$ cat config.mk
export PLATFORM = sky130hd
export DESIGN_NAME = mema_load_ctrl
export DESIGN_NICKNAME = d
export VERILOG_FILES = /design/src/rtl/mema_pkg.sv /design/src/rtl/seq_counter.sv /design/src/rtl/mema_load_ctrl.sv
export SDC_FILE = /design/constraint.sdc
export NUM_CORES = 1
export LEC_CHECK = 0
export BUFFER_PORTS_ARGS = -buffer_cell sky130_fd_sc_hd__buf_2
export CORE_MARGIN = 5
export CORE_UTILIZATION = 49
export DETAILED_ROUTE_END_ITERATION = 16
export PLACE_DENSITY = 0.84
export SYNTH_ARGS = -nofsm -noshare
export SYNTH_HDL_FRONTEND = slang
export SYNTH_SLANG_ARGS = --single-unit
$ cat constraint.sdc
create_clock -name clk -period 2.07 [get_ports clk]
set_input_delay 0.207 -clock clk [delete_from_list [all_inputs] [get_ports clk]]
set_output_delay 0.207 -clock clk [all_outputs]
set_load 0.01 [all_outputs]
$ cat src/rtl/mema_pkg.sv
// Shared definitions for the memA load/stream controller.
//   ctrl_state_t : sequencer states
//   elem_t       : one signed A-operand element at the default width
//   DEF_*        : default array geometry
package mema_pkg;

    localparam int DEF_BITS_AB = 8;
    localparam int DEF_DIM     = 8;

    typedef enum logic [1:0] {
        IDLE   = 2'd0,
        LOAD   = 2'd1,
        STREAM = 2'd2,
        DONE   = 2'd3
    } ctrl_state_t;

    typedef logic signed [DEF_BITS_AB-1:0] elem_t;

endpackage

$ cat src/rtl/seq_counter.sv
// Up-counter with synchronous clear, enable and terminal-count flag.
//   clk, rst : clock, synchronous active-high reset
//   clr      : return to zero (dominates en)
//   en       : advance by one; wraps to zero after TC
//   cnt      : current count
//   tc       : cnt == TC
module seq_counter #(
    parameter int TC = 7,
    parameter int W  = (TC > 0) ? $clog2(TC + 1) : 1
) (
    input  logic         clk,
    input  logic         rst,
    input  logic         clr,
    input  logic         en,
    output logic [W-1:0] cnt,
    output logic         tc
);

    assign tc = (cnt == W'(TC));

    always_ff @(posedge clk) begin
        if (rst || clr) begin
            cnt <= '0;
        end else if (en) begin
            cnt <= tc ? '0 : cnt + W'(1);
        end
    end

endmodule

$ cat src/rtl/mema_load_ctrl.sv
// memA load/stream sequencer: accepts DIM rows over valid/ready, writes them
// into memA in acceptance order, then holds mem_en for STREAM_LEN cycles and
// pulses done.
//   clk, rst          : clock, synchronous active-high reset
//   start, abort      : begin / cancel a sequence
//   in_valid/in_ready : row handshake, in_row carries the row
//   mem_wren/mem_row/mem_ain : registered memA write port
//   mem_en            : registered memA read/shift enable
//   busy, done        : sequence in progress / one-cycle completion pulse
module mema_load_ctrl
    import mema_pkg::*;
#(
    parameter int BITS_AB    = DEF_BITS_AB,
    parameter int DIM        = DEF_DIM,
    parameter int STREAM_LEN = 2 * DIM
) (
    input  logic                      clk,
    input  logic                      rst,
    input  logic                      start,
    input  logic                      abort,
    input  logic                      in_valid,
    output logic                      in_ready,
    input  logic signed [BITS_AB-1:0] in_row [DIM],
    output logic                      mem_wren,
    output logic [$clog2(DIM)-1:0]    mem_row,
    output logic signed [BITS_AB-1:0] mem_ain [DIM],
    output logic                      mem_en,
    output logic                      busy,
    output logic                      done
);

    localparam int RW = $clog2(DIM);
    localparam int SW = (STREAM_LEN > 1) ? $clog2(STREAM_LEN) : 1;

    ctrl_state_t state, state_nxt;

    logic          hs;
    logic          cnt_clr;
    logic [RW-1:0] row_cnt;
    logic          row_tc;
    logic [SW-1:0] stream_cnt;
    logic          stream_tc;

    assign in_ready = (state == LOAD);
    assign busy     = (state != IDLE);
    assign done     = (state == DONE);
    assign hs       = in_valid && in_ready;

    // Counters sit at zero whenever no sequence is live, so a fresh start
    // always begins at row 0 / stream position 0.
    assign cnt_clr  = (state == IDLE) || (abort && busy);

    seq_counter #(.TC(DIM - 1), .W(RW)) u_row_cnt (
        .clk (clk),
        .rst (rst),
        .clr (cnt_clr),
        .en  (hs),
        .cnt (row_cnt),
        .tc  (row_tc)
    );

    seq_counter #(.TC(STREAM_LEN - 1), .W(SW)) u_stream_cnt (
        .clk (clk),
        .rst (rst),
        .clr (cnt_clr),
        .en  (mem_en),
        .cnt (stream_cnt),
        .tc  (stream_tc)
    );

    // Stream position is only consumed through its terminal count.
    logic unused_stream_cnt;
    assign unused_stream_cnt = ^stream_cnt;

    always_ff @(posedge clk) begin
        if (rst) begin
            state <= IDLE;
        end else begin
            state <= state_nxt;
        end
    end

    // STREAM ends on the first cycle with neither the final write nor the
    // enable window active, which lands one cycle after the last mem_en.
    always_comb begin
        state_nxt = state;
        unique case (state)
            IDLE:    if (start && !abort) state_nxt = LOAD;
            LOAD: begin
                if (abort)                state_nxt = IDLE;
                else if (hs && row_tc)    state_nxt = STREAM;
            end
            STREAM: begin
                if (abort)                      state_nxt = IDLE;
                else if (!mem_wren && !mem_en)  state_nxt = DONE;
            end
            DONE:    state_nxt = IDLE;
            default: state_nxt = IDLE;
        endcase
    end

    always_ff @(posedge clk) begin
        if (rst) begin
            mem_wren <= 1'b0;
            mem_row  <= '0;
            mem_en   <= 1'b0;
            for (int j = 0; j < DIM; j++) mem_ain[j] <= '0;
        end else begin
            mem_wren <= hs && !abort;
            if (hs && !abort) begin
                mem_row <= row_cnt;
                mem_ain <= in_row;
            end
            // The final row write (first STREAM cycle) arms the window; it
            // then runs until the stream counter reaches its terminal count.
            mem_en <= (state == STREAM) && !abort &&
                      (mem_wren || (mem_en && !stream_tc));
        end
    end

endmodule
==> results of run 1 <==
## metal layers
layer	global-route usage, %	share of wire (%)	up-vias
met5	0	0	-
met3	4.82	8.5	8
met1	21.4	40	1250
met2	33.7	50	96
li1	-	-	1389
met4	8.78	1.3	0
## state kept, by name, summed over array words and instances, names as in the netlist
name and flops:
state 2, mem_row 3, mem_en 1, mem_wren 1, u_stream_cnt.cnt 4, mem_ain 64, u_row_cnt.cnt 3
## worst max path at each step
stage                       endpoint  cells past startpoint              from  slack (ns)
floorplan           u_row_cnt.cnt[1]                      4  u_row_cnt.cnt[0]        0.82
global placement         mem_ain[17]                      4          state[0]        0.60
detailed placement       mem_ain[14]                      4          state[0]        0.53
CTS                      mem_ain[14]                      4          state[0]        0.51
global route             mem_ain[14]                      4          state[0]        0.39
finish                   mem_ain[14]                      4          state[0]        0.51
## stage by stage
step / instance area, um^2 / std cells / hold WS [ns]
3_5_place_dp: 3610 / 544 / 0.434
2_1_floorplan: 2900 / 348 / 0.286
3_3_place_gp: 3610 / 544 / 0.428
4_1_cts: 3850 / 559 / 0.0779
6_report: 3850 / 559 / 0.0990
5_1_grt: 3850 / 559 / 0.0960
## worst max-delay path, delay by kind of cell (launching register included)
| kind | cells | cell delay [ns] |
|---|---|---|
| flip-flops | 1 | 0.48 |
| AO/OA/AOI/OAI | 1 | 0.06 |
| AND/OR/NAND/NOR | 2 | 0.54 |
| buffers and inverters | 1 | 0.34 |
## power by group through the flow
stage | Clock, W | Combinational, W | Sequential (W)
2_1_floorplan | 0 | 0.0000711 | 0.00157
3_3_place_gp | 0 | 0.000175 | 0.00156
3_5_place_dp | 0 | 0.000177 | 0.00156
4_1_cts | 0.00136 | 0.000178 | 0.00153
5_1_grt | 0.00142 | 0.000195 | 0.00153
6_report | 0.00133 | 0.000176 | 0.00153
## layout make-up
| class | instances | area (um^2) | share of cell area, % |
|---|---|---|---|
| flip-flops and latches | 78 | 1560 | 40.6 |
| well taps | 75 | 93.8 | 2.44 |
| multi-input cells | 245 | 1200 | 31.2 |
| inverters | 1 | 3.75 | 0.0976 |
| repair buffers | 145 | 751 | 19.5 |
| clock inverters | 4 | 95.1 | 2.47 |
| clock buffers | 11 | 141 | 3.68 |
## placed cells by master, fill, tap and decap left out, types with 4 or more instances in the layout
cell | synthesis | layout
a21oi_1 | 63 | 63
dfxtp_1 | 78 | 78
nand2_2 | 10 | 10
nor2_1 | 6 | 6
a21oi_2 | 10 | 10
buf_2 | 10 | 140
nand3_1 | 4 | 4
buf_4 | 0 | 4
clkbuf_8 | 0 | 10
nand2_1 | 130 | 130
## cell families (layout without fill, tap and decap cells)
| group | after synthesis | in the layout | share of synthesized area (%) |
|---|---|---|---|
| fa+ha+maj | 3 | 3 | 1.29 |
| buf+inv | 25 | 161 | 5.47 |
| mux | 1 | 1 | 0.345 |
| compound gates | 77 | 77 | 15.0 |
| flops | 78 | 78 | 53.8 |
| simple gates | 163 | 163 | 23.8 |
| xor+xnor | 1 | 1 | 0.302 |
==> impl_metrics.ini, run 1 <==
[outcome]
outcome = finished clean

[place]
post-place-ws_ns = 0.531
hpwl_um = 5330
io_buffers = 140
place_congestion = 0.790

[sta]
skew_ns = 0.00814
slew_violations = 0
rsz0062_at_grt = false
worst_pin_slew_ns = 0.457
setup_viol = 0
post-route-period-util_pct = 75.6
fin_ws_ns = 0.506
relSlewSlack_pct = 69.4
hold_viol = 0
post-route-min-period_ns = 1.56
setup-tns-final_ns = 0
fmax_ghz = 0.639

[logic_synthesis]
synth_area_per_cell_um2 = 8.34
yosysMostFrequentCell = nand2_1
syn_area_um2 = 2900
synth-seq-area-share_pct = 53.8
yosys-top-cells-count = 130 x nand2_1, 78 x dfxtp_1, 63 x a21oi_1
yosys.area.top_type = dfxtp_1
synth_edf_count = 0
synth_top_area_share_pct = 53.8
ys.flop_type = dfxtp_1
ys.warnings.count = 0
ys_top_cells_by_area = dfxtp_1 54%, nand2_1 17%, a21oi_1 11%
yosysUniqueCellTypes = 28
postSynthCellCount = 348
synth_nets = 420
ys_ff_latch = 78
async_flop_share_pct = 0

[setup_path]
crit_path_end_kind = flop
crit_path_cell_trace = nand4bb_4 > buf_12 > nand2_1 > a21oi_2
worstPathRequired_ns = 2.28
critPathMaxStageDelay_ns = 0.48
slowest_stage = dfxtp_1
cp_max_fo = 40
startpoint_type = flop
r2r_cells = 4
path_class = flop to flop
reg2reg_to = mem_ain[14]
arrival_ns = 1.77
reg2reg_slack_ns = 0.51
reg2reg_from = state[0]

[route]
drt_pass1_iterations = 4
wl_um = 7260
wl_per_cell_um = 13.0
via_count = 2743
via_per_inst = 4.91
antenna_left = 0
first_iter_violations = 114
drc = 0

[worst_hold_path]
hold_class = input pin to flop
min-delay-start = abort
hold_depth = 2
hold_end = mem_en

[cells_and_area]
area_growth_pct = 32.4
num-fill-cells = 519
nNetsFinal = 552
num_antenna_cells = 0
postLayoutCoreUtil_pct = 65.7
drive_gt1_share_pct = 37.4

[floorplan]
die_h_um = 87.0
num_rows = 28
dieWidth_um = 87.0
fp.coreArea_um2 = 5850
io_pins = 141
die_area_um2 = 7570
start_util_pct = 49.6

[power]
power.switching_w = 0.000604
p_leak_nw = 1.68
p_comb_share_pct = 5.8
powerDensity_nw_per_um2 = 788
p_int_w = 0.00243
swShare_pct = 19.9
seqPwrFrac_pct = 50.4
irDropWorstVdd_v = 0.000445
fin_total_pwr_w = 0.00303
clkPwrFrac_pct = 43.7

[clock_network]
cts_root_buf = clkbuf_8
clock_path_buffers = 2
cts_tree = yes
cts.sinks = 78
htreeDepth = 3
cts_buffers = 9
cts_hold_buf = 0
cts_setup_buffers = 0
cts.reportedPaths.clkPinSlew_ns = 0.08
ctsResizeCount = 0
insertion_delay_ns = 0.33

[global_route]
grt_pass1_vias = 2672
antenna_found_initial = 0
overflow = 0
grt_max_degree = 41
grt_usage_pct = 19.1
grt_first_pass_wirelength_um = 11600

[run]
cap_violations = 0
(Power assumes the default switching activity.)
==> run 2: changes to the inputs <==
--- a/config.mk
+++ b/config.mk
@@ -7,9 +7,9 @@
 export LEC_CHECK = 0
 export BUFFER_PORTS_ARGS = -buffer_cell sky130_fd_sc_hd__buf_2
 export CORE_MARGIN = 5
-export CORE_UTILIZATION = 49
+export CORE_UTILIZATION = 45
 export DETAILED_ROUTE_END_ITERATION = 16
-export PLACE_DENSITY = 0.84
+export PLACE_DENSITY = 0.78
 export SYNTH_ARGS = -nofsm -noshare
 export SYNTH_HDL_FRONTEND = slang
 export SYNTH_SLANG_ARGS = --single-unit
==> constraint.sdc (replaced) <==
create_clock -name clk -period 1.5 [get_ports clk]
set_input_delay 0.15 -clock clk [delete_from_list [all_inputs] [get_ports clk]]
set_output_delay 0.15 -clock clk [all_outputs]
set_load 0.01 [all_outputs]
==> run 2 against run 1 <==
Net effect:
- register-to-register slack worse by 0.37 ns
- die area increased by 7.9%
- first-iteration DRC count down 28%
- non-clock buffer count did not move
- sequential share of layout area up 0.079 points
- worst hold slack got worse by 0.051 ns
- cell count grew 0.54%
- global-route usage decreased by 2.3 points
==> impl_metrics.ini, run 2 (synthesis gave the netlist of run 1 again) <==
[floorplan]
fp.coreArea_um2 = 6310
die_h_um = 90.3
start_util_pct = 46.0
die_area_um2 = 8160
io_pins = 141
num_rows = 29
dieWidth_um = 90.3

[clock_network]
cts.reportedPaths.clkPinSlew_ns = 0.07
cts_buffers = 9
cts_tree = yes
cts_hold_buf = 0
htreeDepth = 3
insertion_delay_ns = 0.32
clock_path_buffers = 2
cts_setup_buffers = 0
ctsResizeCount = 0
cts_root_buf = clkbuf_8
cts.sinks = 78

[route]
via_count = 2720
wl_um = 7100
wl_per_cell_um = 12.6
drc = 0
via_per_inst = 4.84
first_iter_violations = 82
drt_pass1_iterations = 4
antenna_left = 0

[worst_hold_path]
hold_class = input pin to flop

[cells_and_area]
top_regs = mem_ain (64), u_stream_cnt.cnt (4)
largest_reg_flops = 64
drive_gt1_share_pct = 37.7
num_antenna_cells = 0
area_growth_pct = 32.2
final_common_cell = buf_2
nNetsFinal = 552
num-fill-cells = 591
layout_common_cells = 140 x buf_2, 130 x nand2_1, 78 x dfxtp_1
regMostFlops = mem_ain
fin_area_um2 = 3840

[sta]
rsz0062_at_grt = false
post-route-period-util_pct = 91.3
slew_violations = 0
hold_viol = 0
relSlewSlack_pct = 79.4
worst_pin_slew_ns = 0.308
fmax_ghz = 0.731
fin_ws_ns = 0.131
setup_viol = 0
skew_ns = 0.00617
setup-tns-final_ns = 0
post-route-min-period_ns = 1.37

[setup_path]
endpoint = in_ready
critical_path_buf_inv_count = 1
reg2reg_slack_ns = 0.13
slowest_stage = dfxtp_1
cp_max_fo = 7
cp.depth = 2
path_class = flop to output pin
reg2reg_to = u_row_cnt.cnt[1]
r2r_cells = 4
reg2reg_from = u_row_cnt.cnt[0]
worstPathRequired_ns = 1.35
critPathMaxStageDelay_ns = 0.47
cp-startpoint = state[0]
arrival_ns = 1.22
crit_path_end_kind = output pin
crit_path_cell_trace = nor2b_2 > buf_2
startpoint_type = flop
critical_path.top_delay_family = flip-flops

[global_route]
grt_pass1_vias = 2502
overflow = 0
grt_usage_pct = 16.8
grt_max_degree = 63
antenna_found_initial = 0
grt_first_pass_wirelength_um = 11600

[place]
hpwl_um = 5110
io_buffers = 140
post-place-ws_ns = 0.141
place_congestion = 0.717
place_area_um2 = 3650

[power]
irDropWorstVdd_v = 0.000497
powerDensity_nw_per_um2 = 988
p_leak_nw = 1.67

[run]
cap_violations = 0

[outcome]
outcome = finished clean
==> run 2: changes by cell type in the layout (fill, tap and decap cells not counted), sizes merged <==
cell	delta
clkinvlp	+1
bufinv	-3
clkbuf	+2
clkinv	+1
==> run 2: final cells by class <==
type | instances | area, um^2 | share of cell area, %
sequential | 78 | 1560 | 40.7
inverter | 1 | 3.75 | 0.0978
clock buffer | 13 | 169 | 4.40
multi-input combinational | 245 | 1200 | 31.3
timing repair buffer | 145 | 788 | 20.5
clock inverter | 3 | 17.5 | 0.456
tap | 77 | 96.3 | 2.51
==> run 2: where the power goes <==
part / total [W] / switching, W / internal [W]
registers: 0.00211 / 0.0000141 / 0.00209
logic: 0.000249 / 0.000130 / 0.000119
clock network: 0.00144 / 0.000702 / 0.000733
==> run 2: how the worst min path moves through the flow <==
stage / from / to / slack, ns / cells past startpoint
finish: abort / mem_en / 0.05 / 2
global placement: abort / mem_en / 0.37 / 2
CTS: abort / mem_en / 0.02 / 2
global route: abort / mem_en / 0.04 / 2
detailed placement: abort / mem_en / 0.39 / 2
floorplan: abort / mem_en / 0.23 / 1
==> run 2: per-layer routing <==
layer	up-vias	global-route usage [%]	part of all wire [%]	routed length, um
met1	1225	20.0	43	3070
met3	4	6.58	9.0	637
met4	0	5.83	0.86	61
met2	100	27.4	47	3330
met5	-	0	0	0
li1	1391	-	-	-
==> run 2: through the flow <==
| step | hold WS (ns) | instances | util (%) | power (W) |
|---|---|---|---|---|
| final | 0.0482 | 562 | 60.8 | 0.00379 |
| after global routing | 0.0359 | 562 | 60.8 | 0.00395 |
| after floorplan | 0.229 | 348 | - | 0.00227 |
| after CTS | 0.0231 | 562 | 60.8 | 0.00384 |
| after detailed placement | 0.386 | 546 | 57.8 | 0.00241 |
| after global placement | 0.373 | 546 | 57.8 | 0.00240 |
